[src/rtl/bounce_motion_ctrl.sv]
// Per-frame motion stage for the bouncing logo: detects frame start from vpos,
// steps the top-left coordinate, reflects off the display edges and counts bounces.
module bounce_motion_ctrl #(
   parameter int OBJ_W   = 128,
   parameter int OBJ_H   = 128,
   parameter int DISP_W  = 640,
   parameter int DISP_H  = 480,
   parameter int START_X = 200,
   parameter int START_Y = 200
) (
   input  logic       clk,
   input  logic       reset,
   input  logic [9:0] vpos,
   input  logic       pause,
   input  logic [1:0] speed,
   output logic [9:0] pos_x,
   output logic [9:0] pos_y,
   output logic       dir_x,
   output logic       dir_y,
   output logic [2:0] color_index,
   output logic       frame_tick,
   output logic       bounce_x,
   output logic       bounce_y
);

   localparam logic [10:0] LIM_X = 11'(DISP_W - OBJ_W);
   localparam logic [10:0] LIM_Y = 11'(DISP_H - OBJ_H);

   logic [9:0]  r_prev_vpos;
   logic        w_tick;
   logic [10:0] w_step;
   logic [9:0]  w_nx, w_ny;
   logic        w_ndx, w_ndy;
   logic        w_bx, w_by;

   // One axis step in 11 bits so an overshoot past the limit is seen, not wrapped.
   function automatic void advance(
      input  logic [9:0]  pos,
      input  logic        dir,
      input  logic [10:0] step,
      input  logic [10:0] lim,
      output logic [9:0]  npos,
      output logic        ndir,
      output logic        hit
   );
      logic [10:0] sum;
      sum  = {1'b0, pos} + step;
      npos = pos;
      ndir = dir;
      hit  = 1'b0;
      if (dir) begin
         if (sum >= lim) begin
            npos = lim[9:0];
            ndir = 1'b0;
            hit  = 1'b1;
         end else begin
            npos = sum[9:0];
         end
      end else begin
         if ({1'b0, pos} <= step) begin
            npos = '0;
            ndir = 1'b1;
            hit  = 1'b1;
         end else begin
            npos = pos - step[9:0];
         end
      end
   endfunction

   assign w_tick = (vpos == '0) && (r_prev_vpos != '0);
   assign w_step = {9'd0, speed} + 11'd1;

   always_comb begin
      w_nx  = pos_x;
      w_ny  = pos_y;
      w_ndx = dir_x;
      w_ndy = dir_y;
      w_bx  = 1'b0;
      w_by  = 1'b0;
      advance(pos_x, dir_x, w_step, LIM_X, w_nx, w_ndx, w_bx);
      advance(pos_y, dir_y, w_step, LIM_Y, w_ny, w_ndy, w_by);
   end

   always_ff @(posedge clk) begin
      if (reset) begin
         r_prev_vpos <= '0;
         pos_x       <= 10'(START_X);
         pos_y       <= 10'(START_Y);
         dir_x       <= 1'b1;
         dir_y       <= 1'b0;
         color_index <= '0;
         frame_tick  <= 1'b0;
         bounce_x    <= 1'b0;
         bounce_y    <= 1'b0;
      end else begin
         r_prev_vpos <= vpos;
         frame_tick  <= w_tick;
         bounce_x    <= 1'b0;
         bounce_y    <= 1'b0;
         if (w_tick && !pause) begin
            pos_x    <= w_nx;
            pos_y    <= w_ny;
            dir_x    <= w_ndx;
            dir_y    <= w_ndy;
            bounce_x <= w_bx;
            bounce_y <= w_by;
            // A corner hit still advances the colour by one.
            if (w_bx || w_by)
               color_index <= color_index + 3'd1;
         end
      end
   end

endmodule

[config.mk]
export PLATFORM = sky130hd
export DESIGN_NAME = bounce_motion_ctrl
export DESIGN_NICKNAME = d
export VERILOG_FILES = /design/src/rtl/bounce_motion_ctrl.sv
export SDC_FILE = /design/constraint.sdc
export NUM_CORES = 1
export LEC_CHECK = 0
export CORE_ASPECT_RATIO = 0.5
export CORE_MARGIN = 1
export CORE_UTILIZATION = 40
export DETAILED_ROUTE_END_ITERATION = 10
export HOLD_SLACK_MARGIN = 0.15
export SETUP_SLACK_MARGIN = 0.2
export SYNTH_ARGS = -nofsm -noshare
export SYNTH_HDL_FRONTEND = slang
export SYNTH_SLANG_ARGS = --single-unit
[constraint.sdc]
create_clock -name clk -period 4 [get_ports clk]
set_input_delay 0.8 -clock clk [delete_from_list [all_inputs] [get_ports clk]]
set_output_delay 0.8 -clock clk [all_outputs]
set_load 0.02 [all_outputs]
==> qor_table.md <==
| Quantity | This run | Unit |
| --- | --- | --- |
| Number of levels the H-tree was split into | 2 | - |
| Cts hold-fix bufs | 0 | - |
| Post-route clock skew | 0.00263 | ns |
| Final net count | 403 | - |
| Maximum number of pins on one net before global-route repair | 31 | - |
| Part of the cycle the worst path needs | 89.9 | % |
| Final hold slack | 0.505 | ns |
| Met3 usage | 4.42 | % |
| Non-filler cells, final | 459 | - |
| Remaining number of nets flagged by the antenna check after routing | 0 | - |
| DR iter-0 viols | 186 | - |
| Die Y | 60.8 | microns |
| Post-synthesis register bit count | 38 | - |
| Outcome | completed | - |
| Average cell area after synthesis | 8.34 | sq um |
| Drt first pass iters | 4 | - |
| Highest clock frequency the design can meet | 278 | MHz |
| TritonCTS buffer count | 5 | - |
| Diodes inserted | 0 | - |
| Core Area | 6360 | sq um |
| Worst-path clk slew | 0.06 | ns |
| Number of pins with negative max-slew slack in the final report | 0 | - |
| Final weighted congestion of routability-driven global placement | 0.919 | - |
| TritonCTS clock tree | built | - |
| Largest driver fanout on the critical path | 9 | - |
| Maximum clock insertion buffer count | 2 | - |
| Via density per instance | 5.54 | - |
| Initial standard-cell utilization of the core | 43.6 | % |
| Number of clock sinks | 38 | - |
| Port-buffer cells | 42 | - |
| Global-route layer with the greatest usage | met2 | - |
| Post-Route WL | 7.23 | mm |
| Cell area after technology mapping | 2770 | sq um |
| Share of cells above drive strength 1 | 12.7 | % |
| YS warnings | 0 | - |
| Relative max-transition margin | 45.0 | % |
| Global Route met1 Usage | 27.2 | % |
| # IOs | 43 | - |
| Unrepaired setup endpoints after global routing | false | - |
| Cell count after synthesis | 332 | - |
| Number of remaining DRC errors | 0 | - |
| Required time of the critical path | 4.17 | ns |
| Via count of the first global-routing pass | 2,454 | - |
| Global-route wire length before repair | 12.0 | mm |
| Syn nets | 365 | - |
| GRT Residual Overflow | 0 | - |
| Area growth syn-to-layout | 23.7 | % |
| Maximum resistive drop on vdd | 0.216 | mV |
| Overall routing resource usage | 20.9 | % |
| Critical path data arrival time | 3.77 | ns |
| Number of synthesized flops with an enable pin | 0 | - |
| Max-cap check violation count | 0 | - |
| Number of core rows | 20 | - |
| Later-pin clock latency in the skew report | 0.28 | ns |
| Met2 Resource Use GR | 35.8 | % |
| Placed Instance Area | 3220 | sq um |
| Category of the worst setup path launch point | input port | - |
| Post-Layout Inst Area | 3430 | sq um |
| Actual transition at the worst max-transition pin | 0.823 | ns |
| Fin crit period | 3.60 | ns |
| Kind of capture point of the worst setup path | register | - |
| Total negative slack for setup checks | 0 | ns |
| WS Path Type | in2reg | - |
| Post-synth top flop | dfxtp_1 | - |
| Leak Pwr | 0.00123 | uW |
| Die width | 120 | microns |
| Total die area | 7280 | sq um |
| Hold violation total from the final report | 0 | - |
| Number of placed instances with taps included | 450 | - |
| HPWL Detailed | 5.10 | mm |
| Fill cell instance count of the final layout | 620 | - |
| Tightest Hold Check Type | reg2reg | - |
| Routed length per placed instance | 15.7 | microns |
| Count of vias placed by the detailed router | 2,544 | - |
| Proportion of register bits with asynchronous set or reset after synthesis | 0 | % |
| Total power per unit cell area | 287 | nW/um^2 |
| Final setup violating endpoints | 0 | - |
| CTS Root Buffer Type | clkbuf_16 | - |
| Initial antenna violation count | 0 | - |
| Count of different cell masters after synthesis | 63 | - |
| Proportion of synthesized chip area in sequential cells | 27.5 | % |
[power by group]
part | internal, uW | total [uW] | switching, uW
clock | 359 | 528 | 169
sequential | 384 | 385 | 1.57
combinational | 33.9 | 70.8 | 36.9
total | 776 | 984 | 207
[synthesized netlist by cell type (all sizes together) (4+ instances only)]
library cell / n / area (sq um)
a22oi: 4 / 30.0
dfxtp: 38 / 761
a21o: 5 / 37.5
ha: 14 / 175
nor2: 29 / 109
nor4: 9 / 71.3
fa: 4 / 80.1
o221ai: 6 / 52.6
nand2b: 5 / 31.3
nand3: 14 / 70.1
clkbuf: 15 / 106
xnor2: 4 / 35.0
o21ai: 14 / 70.1
mux2i: 4 / 40.0
a211o: 5 / 43.8
o21bai: 4 / 30.0
or2: 4 / 25.0
inv: 15 / 56.3
nand2: 29 / 119
nor2b: 12 / 75.1
buf: 6 / 46.3
a21oi: 28 / 144
nor3: 13 / 65.1
[state kept, by name, indices dropped and copies added (netlist names), 3 cells and up]
signal	flops
color_index	3
pos_x	10
r_prev_vpos	10
pos_y	10
[layer usage]
metal,wire length [microns],up-vias
li1,-,1266
met1,3480,1199
met2,3290,68
met3,347,11
met4,110,0
met5,0,-
[cells in the final DEF (no fill, tap or decap), types with 13 or more instances in the layout]
cell type and n:
ha_1 14, nand2_1 27, inv_1 15, nand3_1 14, clkdlybuf4s50_1 42, a21oi_1 27
dfxtp_1 38, nor2_1 29, nor3_1 13, o21ai_0 14
[worst max-delay path, cell delays in order]
cell	delay, ns
clkdlybuf4s50_1	0.43
ha_1	0.35
ha_1	0.34
a211oi_2	0.39
nor2_1	0.15
and2_2	0.22
a22oi_1	0.31
o2111ai_4	0.25
o2bb2ai_2	0.23
mux2_4	0.31
[what timing repair did]
item                                    CTS  global route
gates resized for setup                   0             2
endpoints found under the setup margin    0             6
buffers inserted                          0             1
[cell type report]
cell class | instances | area (sq um) | share of cell area (%)
Clock buffer | 5 | 125 | 3.65
Clock inverter | 3 | 68.8 | 2.01
Inverter | 15 | 56.3 | 1.64
Multi-Input combinational cell | 258 | 1810 | 52.8
Sequential cell | 38 | 761 | 22.2
Tap cell | 88 | 110 | 3.21
Timing Repair Buffer | 52 | 495 | 14.5
[kinds of logic (layout without fill, tap and decap cells)]
family | after synthesis | after routing | synth area share [%]
DFF | 38 | 38 | 27.5
buffers and inverters | 36 | 75 | 7.55
adders and majority gates | 18 | 18 | 9.22
and+or+nand+nor | 136 | 136 | 26.4
AOI/OAI and AO/OA | 90 | 90 | 24.2
xor gates and xnor gates | 7 | 7 | 2.21
muxes | 7 | 7 | 2.94
[path summary, 6_finish.rpt]
| path | from | end | slack [ns] | cells after the start |
|---|---|---|---|---|
| min reg2reg | pos_x[0] | pos_x[0] | 0.51 | 2 |
| max reg2reg | pos_y[0] | color_index[0] | 1.21 | 9 |
| max | speed[0] | color_index[0] | 0.40 | 10 |
| min | pos_x[0] | pos_x[0] | 0.51 | 2 |
[stage by stage]
| stage | worst slack, ns | utilization (%) | total power, uW |
|---|---|---|---|
| 2_1_floorplan | 0.626 | - | 435 |
| 3_3_place_gp | 0.0727 | 50.6 | 461 |
| 3_5_place_dp | 0.00414 | 50.6 | 463 |
| 4_1_cts | 0.293 | 53.7 | 990 |
| 5_1_grt | 0.201 | 53.9 | 1010 |
| 6_report | 0.403 | 53.9 | 984 |
Power figures use the tool's default switching activity.
